[src/rtl/pll_recfg_pkg.sv]
// Shared register map, bit constants and sequencer types for the PLL reconfig controller.
package pll_recfg_pkg;

    localparam logic [5:0] ADDR_MODE  = 6'd0;
    localparam logic [5:0] ADDR_START = 6'd2;
    localparam logic [5:0] ADDR_N     = 6'd3;
    localparam logic [5:0] ADDR_M     = 6'd4;
    localparam logic [5:0] ADDR_C     = 6'd5;
    localparam logic [5:0] ADDR_PHASE = 6'd6;
    localparam logic [5:0] ADDR_K     = 6'd7;
    localparam logic [5:0] ADDR_BW    = 6'd8;
    localparam logic [5:0] ADDR_CP    = 6'd9;

    localparam logic [31:0] C1_SEL    = 32'h0004_0000;
    localparam logic [31:0] PH_CNT_C0 = 32'h0001_0000;
    localparam logic [31:0] PH_UP_DN  = 32'h0020_0000;
    localparam logic [31:0] N_BYPASS  = 32'h0001_0000;

    // Step ROM layout: 0..8 frequency load, 9..11 phase step, 12 = end of list
    localparam logic [3:0] STEP_PH0  = 4'd9;
    localparam logic [3:0] STEP_PH2  = 4'd11;
    localparam logic [3:0] STEP_END  = 4'd12;

    typedef enum logic [2:0] {
        IDLE,
        ISSUE,
        GAP,
        PLLRST,
        WAIT_LOCK,
        DONE
    } state_t;

    typedef struct packed {
        logic [5:0]  addr;
        logic [31:0] data;
    } wr_t;

endpackage

[src/rtl/pll_recfg_seq.sv]
// Sequences Avalon-MM writes into the PLL reconfig controller: frequency load,
// PLL reset pulse, lock wait, then a relative phase step towards a target.
module pll_recfg_seq
    import pll_recfg_pkg::*;
#(
    parameter int GAP_CYCLES   = 7,
    parameter int RST_CYCLES   = 8,
    parameter int LOCK_TIMEOUT = 1000000,
    parameter int PH_W         = 16
) (
    input  logic            clk,
    input  logic            reset,
    input  logic            req,
    input  logic            phase_only,
    input  logic [31:0]     cfg_m,
    input  logic [31:0]     cfg_k,
    input  logic [31:0]     cfg_c,
    input  logic [PH_W-1:0] cfg_phase,
    input  logic            locked,
    input  logic            mgmt_waitrequest,
    output logic            mgmt_write,
    output logic [5:0]      mgmt_address,
    output logic [31:0]     mgmt_writedata,
    output logic            pll_reset,
    output logic            busy,
    output logic            done,
    output logic            err,
    output logic [PH_W-1:0] cur_phase
);

    localparam logic [31:0] GAP_LD  = (GAP_CYCLES   > 0) ? 32'(GAP_CYCLES - 1)   : 32'd0;
    localparam logic [31:0] RST_LD  = (RST_CYCLES   > 0) ? 32'(RST_CYCLES - 1)   : 32'd0;
    localparam logic [31:0] LOCK_LD = (LOCK_TIMEOUT > 0) ? 32'(LOCK_TIMEOUT - 1) : 32'd0;

    state_t          state, state_nx;
    logic [3:0]      step, step_nx;
    logic [31:0]     cnt, cnt_nx;
    logic [31:0]     m_q, k_q, c_q;
    logic [PH_W-1:0] ph_q;
    logic            ph_mode;
    wr_t             wr;

    logic [PH_W:0]   delta, delta_neg;
    logic [PH_W-1:0] delta_abs;
    logic            delta_zero;
    logic [31:0]     ph_word;
    logic            accept, lock_ok, tmo;

    // Unsigned PH_W+1 subtraction has the same bit pattern as the signed difference
    assign delta      = {1'b0, ph_q} - {1'b0, cur_phase};
    assign delta_neg  = -delta;
    assign delta_abs  = delta[PH_W] ? delta_neg[PH_W-1:0] : delta[PH_W-1:0];
    assign delta_zero = (delta == '0);
    assign ph_word    = 32'(delta_abs) | PH_CNT_C0 | (delta[PH_W] ? PH_UP_DN : 32'd0);

    always_comb begin
        wr = '{addr: ADDR_MODE, data: 32'd0};
        case (step)
            4'd0:    wr = '{addr: ADDR_MODE,  data: 32'd0};
            4'd1:    wr = '{addr: ADDR_M,     data: m_q};
            4'd2:    wr = '{addr: ADDR_K,     data: k_q};
            4'd3:    wr = '{addr: ADDR_N,     data: N_BYPASS};
            4'd4:    wr = '{addr: ADDR_C,     data: c_q};
            4'd5:    wr = '{addr: ADDR_C,     data: c_q | C1_SEL};
            4'd6:    wr = '{addr: ADDR_CP,    data: 32'd1};
            4'd7:    wr = '{addr: ADDR_BW,    data: 32'd7};
            4'd8:    wr = '{addr: ADDR_START, data: 32'd0};
            4'd9:    wr = '{addr: ADDR_MODE,  data: 32'd0};
            4'd10:   wr = '{addr: ADDR_PHASE, data: ph_word};
            4'd11:   wr = '{addr: ADDR_START, data: 32'd0};
            default: wr = '{addr: ADDR_MODE,  data: 32'd0};
        endcase
    end

    assign accept  = (state == ISSUE) && !mgmt_waitrequest;
    assign lock_ok = (state == WAIT_LOCK) && locked;
    assign tmo     = (state == WAIT_LOCK) && !locked && (LOCK_TIMEOUT != 0) && (cnt == 32'd0);

    always_comb begin
        state_nx = state;
        step_nx  = step;
        cnt_nx   = cnt;
        case (state)
            IDLE: if (req) begin
                state_nx = GAP;
                cnt_nx   = 32'd0;
                step_nx  = phase_only ? STEP_PH0 : 4'd0;
            end
            ISSUE: if (accept) begin
                state_nx = GAP;
                cnt_nx   = GAP_LD;
                step_nx  = step + 4'd1;
            end
            // A zero count also serves as the one-cycle decision slot after req
            GAP: begin
                if (cnt != 32'd0)
                    cnt_nx = cnt - 32'd1;
                else if (step == STEP_PH0 && !ph_mode) begin
                    state_nx = PLLRST;
                    cnt_nx   = RST_LD;
                end else if (step == STEP_PH0)
                    state_nx = delta_zero ? DONE : ISSUE;
                else if (step == STEP_END)
                    state_nx = DONE;
                else
                    state_nx = ISSUE;
            end
            PLLRST: begin
                if (cnt != 32'd0)
                    cnt_nx = cnt - 32'd1;
                else begin
                    state_nx = WAIT_LOCK;
                    cnt_nx   = LOCK_LD;
                end
            end
            WAIT_LOCK: begin
                if (lock_ok)
                    state_nx = delta_zero ? DONE : ISSUE;
                else if (tmo)
                    state_nx = DONE;
                else if (cnt != 32'd0)
                    cnt_nx = cnt - 32'd1;
            end
            DONE:    state_nx = IDLE;
            default: state_nx = IDLE;
        endcase
    end

    always_ff @(posedge clk) begin
        if (reset) begin
            state     <= IDLE;
            step      <= 4'd0;
            cnt       <= 32'd0;
            m_q       <= 32'd0;
            k_q       <= 32'd0;
            c_q       <= 32'd0;
            ph_q      <= '0;
            ph_mode   <= 1'b0;
            err       <= 1'b0;
            cur_phase <= '0;
        end else begin
            state <= state_nx;
            step  <= step_nx;
            cnt   <= cnt_nx;
            if (state == IDLE && req) begin
                m_q     <= cfg_m;
                k_q     <= cfg_k;
                c_q     <= cfg_c;
                ph_q    <= cfg_phase;
                ph_mode <= phase_only;
                err     <= 1'b0;
            end
            if (lock_ok)
                ph_mode <= 1'b1;
            if (tmo)
                err <= 1'b1;
            if (accept && step == STEP_PH2)
                cur_phase <= ph_q;
        end
    end

    assign mgmt_write     = (state == ISSUE);
    assign mgmt_address   = wr.addr;
    assign mgmt_writedata = wr.data;
    assign pll_reset      = (state == PLLRST);
    assign busy           = (state == ISSUE) || (state == GAP) || (state == PLLRST) || (state == WAIT_LOCK);
    assign done           = (state == DONE);

endmodule

[config.mk]
export PLATFORM = sky130hd
export DESIGN_NAME = pll_recfg_seq
export DESIGN_NICKNAME = d
export VERILOG_FILES = /design/src/rtl/pll_recfg_pkg.sv /design/src/rtl/pll_recfg_seq.sv
export SDC_FILE = /design/constraint.sdc
export NUM_CORES = 1
export LEC_CHECK = 0
export BUFFER_PORTS_ARGS = -buffer_cell sky130_fd_sc_hd__buf_2
export CAP_MARGIN = 20
export CORE_MARGIN = 8
export CORE_UTILIZATION = 51
export CTS_BUF_LIST = sky130_fd_sc_hd__clkbuf_4
export DETAILED_ROUTE_END_ITERATION = 16
export GPL_TIMING_DRIVEN = 0
export PLACE_DENSITY = 0.87
export SYNTH_ARGS = -nofsm -noshare
export SYNTH_HDL_FRONTEND = slang
export SYNTH_SLANG_ARGS = --single-unit
[constraint.sdc]
create_clock -name clk -period 3.4 [get_ports clk]
set_input_delay 0.51 -clock clk [delete_from_list [all_inputs] [get_ports clk]]
set_output_delay 0.51 -clock clk [all_outputs]
set_load 0.02 [all_outputs]
==> flow_metrics.env <==
export IMPL_status="complete, but fails checks"
export IMPL_violations="negative setup slack"
export IMPL_ant_nets=0
export IMPL_synthCells=1090
export IMPL_crit_required_ns=2.89
export IMPL_ys_flop_type="dfxtp_1"
export IMPL_synthTopCellsByArea="dfxtp_1 40%, nand2_1 11%, a21oi_1 8.7%"
export IMPL_nNetsFinal=1449
export IMPL_synth_top_area_share=0.405
export IMPL_hold_path_class="in2reg"
export IMPL_grt_max_degree=17
export IMPL_io_buffers=173
export IMPL_critPathArrivalTime_ns=3.69
export IMPL_switching_power_w=0.00428
export IMPL_cts_hold_fix_buffers=0
export IMPL_synthToLayoutAreaGrowth_pct=25.7
export IMPL_first_pass_iters=10
export IMPL_cp_end_kind="output pin"
export IMPL_hold_violations=0
export IMPL_clk_insertion_delay_late_ns=0.59
export IMPL_clockRootBuffer="clkbuf_4"
export IMPL_cp_common_cell="buf_4"
export IMPL_ys_seq_area_frac=0.405
export IMPL_synth_edf_count=0
export IMPL_rsz0062_at_grt="yes"
export IMPL_fin_crit_sh=1.24
export IMPL_setup_violations=16
export IMPL_drt_wl_total_um=28400
export IMPL_numCtsBuffers=17
export IMPL_tightest_slew_ns=0.983
export IMPL_htreeDepth=4
export IMPL_grt_pass1_vias=8592
export IMPL_placed_area_um2=9560
export IMPL_final_core_util=0.645
export IMPL_num_vias=9058
export IMPL_async_flop_share=0
export IMPL_syn_area_per_cell_um2=7.67
export IMPL_initial_core_util=0.513
export IMPL_critPathTopFamily="simple AND/OR/NAND/NOR gates"
export IMPL_rows=47
export IMPL_total_power_w=0.00920
export IMPL_max_stage_delay_ns=0.66
export IMPL_drv_slew=0
export IMPL_cts_sinks=169
export IMPL_die_area_um2=20700
export IMPL_drive_gt1_frac=0.245
export IMPL_hpwl_um=19900
export IMPL_max_cap_violations=0
export IMPL_clock_fmax_mhz=238
export IMPL_io_pins=177
export IMPL_wl_per_cell_um=18.4
export IMPL_ys_ff_latch=169
export IMPL_grt_overflow=0
export IMPL_critPathLaunchType="flop"
export IMPL_finClkSkew_ns=0.0305
export IMPL_switching_share=0.465
export IMPL_postLayoutSetupSlackWorst_ns=-0.803
export IMPL_grt_pass1_wl_um=42600
export IMPL_relSlewSlack=0.343
export IMPL_power_density_nw_per_um2=876
export IMPL_ir_drop_mv=0.457
export IMPL_crit_slowest_cell="or4_4"
export IMPL_dp_worst_setup_slack_ns=-0.416
export IMPL_drc_errors=0
export IMPL_drtIter0Drc=1046
export IMPL_crit_fanout=4
export IMPL_critical_path_class="reg2out"
export IMPL_yosys_warnings=0
export IMPL_ys_types=68
export IMPL_grt_usage=0.259
export IMPL_fin_tns_setup_ns=-8.34
export IMPL_synth_commonest_cells="255 x nand2_1, 169 x dfxtp_1, 145 x a21oi_1"
export IMPL_seqPwrFrac=0.293
export IMPL_die_x_um=144
export IMPL_gp_congestion=0.971
export IMPL_clockBufferDepth=2
export IMPL_synthMostInstantiatedCell="nand2_1"
export IMPL_fp_coreArea_um2=16300
export IMPL_path_cells="buf_4, buf_4, fa_2, xor2_2, nand3_1, or4_4, o41ai_4, xor2_1, o21ai_2, buf_6"
export IMPL_clock_power_share=0.133
export IMPL_netlist_area_um2=8360
export IMPL_fp_dieH_um=144
export IMPL_leakage_nw=4.45
export IMPL_power_frac_comb=0.575
export IMPL_clk_pin_slew_ns=0.16
export IMPL_internal_power_w=0.00492
export IMPL_post_route_cell_area_um2=10500
export IMPL_critical_path_buf_inv_count=3
export IMPL_antenna_found_initial=1
export IMPL_fin_crit_ns=4.20
export IMPL_cts_tree="done"
export IMPL_synth_area_leader_cell="dfxtp_1"
export IMPL_viasPerCell=5.87
-- tightest hold or removal path: cells and delay by family --
| kind | cells | cell delay [ns] |
|---|---|---|
| buffers and inverters | 1 | 0.10 |
| AO/OA/AOI/OAI | 1 | 0.05 |
| AND/OR/NAND/NOR | 1 | 0.04 |
-- routing by layer --
layer  up-vias  GRT usage  share of wire
met5         -          0              0
met3       117     0.0660           0.10
li1       4203          -              -
met4         0      0.121          0.047
met2       557      0.416           0.47
met1      4181      0.321           0.38
-- logic make-up (layout without fill, tap and decap cells) --
kind of cell    after synthesis  in the layout  synth area share
compound gates              278            279             0.204
xor+xnor                     46             46            0.0482
fa+ha+maj                    24             24            0.0368
buf+inv                     106            334            0.0514
flops                       169            169             0.405
mux                          15             15            0.0180
other cells                   1              4          0.000449
simple gates                451            451             0.236
-- power groups by stage --
| stage | logic, W | registers [W] | clock network, W |
|---|---|---|---|
| 2_1_floorplan | 0.00324 | 0.00263 | 0 |
| 3_3_place_gp | 0.00410 | 0.00269 | 0 |
| 3_5_place_dp | 0.00420 | 0.00271 | 0 |
| 4_1_cts | 0.00476 | 0.00267 | 0.00122 |
| 5_1_grt | 0.00571 | 0.00274 | 0.00132 |
| 6_report | 0.00529 | 0.00269 | 0.00122 |
-- flip-flops by register name (all words and copies together), names as in the netlist --
register	flops
k_q	32
ph_q	16
err	1
ph_mode	1
state	3
step	4
cur_phase	16
cnt	32
m_q	32
c_q	32
-- cell type report --
cell class,count,area [um^2]
diodes,2,5.00
repair buffers,197,1130
multi-input cells,817,4970
clock inverters,13,145
plain buffers,68,307
clock buffers,19,143
well taps,220,275
inverters,37,139
flip-flops and latches,169,3400
fillers,1330,5780
-- worst paths after layout --
path                                           startpoint                    end  slack (ns)  depth (start not counted)
worst min-delay path                             cfg_c[6]    c_q[6]$_SDFFE_PP0P_        0.13                          3
worst min register to register       m_q[29]$_SDFFE_PP0P_   m_q[29]$_SDFFE_PP0P_        0.46                          2
worst max register to register  cur_phase[4]$_SDFFE_PP0P_  state[2]$_SDFFE_PP0P_        0.20                          9
worst max-delay path            cur_phase[1]$_SDFFE_PP0P_     mgmt_writedata[15]       -0.80                         10
-- layout by cell type (no fill, tap or decap), types with 5 or more instances in the layout --
master,netlist,routed
o21ai_0,45,26
o21ai_2,0,11
buf_4,2,28
buf_2,0,160
a21oi_1,145,140
inv_1,37,34
a222oi_1,27,27
ha_1,23,18
nor2b_1,11,9
nand3b_1,5,5
mux2i_1,15,15
a22oi_1,10,10
a31oi_1,10,9
or2_2,5,5
xnor2_2,0,8
nand3_1,15,14
clkbuf_1,62,54
nand2b_1,6,6
nand2_1,255,254
nor4_1,9,7
xnor2_1,31,23
dfxtp_1,169,160
nor2_1,89,86
dfxtp_2,0,7
buf_6,0,12
xor2_1,15,14
clkbuf_4,1,21
nor3_1,21,19
o21ai_1,2,7
-- stage by stage --
stage / cells / hold slack, ns
after floorplan: 1091 / 0.433
after global placement: 1484 / 0.442
after detailed placement: 1485 / 0.447
after CTS: 1531 / 0.122
after global routing: 1542 / 0.0895
final: 1542 / 0.134
-- repair_timing --
item / 4_1_cts / 5_1_grt
endpoints found under the setup margin: 26 / 41
resized for setup: 76 / 49
setup buffers: 14 / 10
cloned: 1 / 0
pin swaps: 23 / 13
Power figures use the tool's default switching activity.
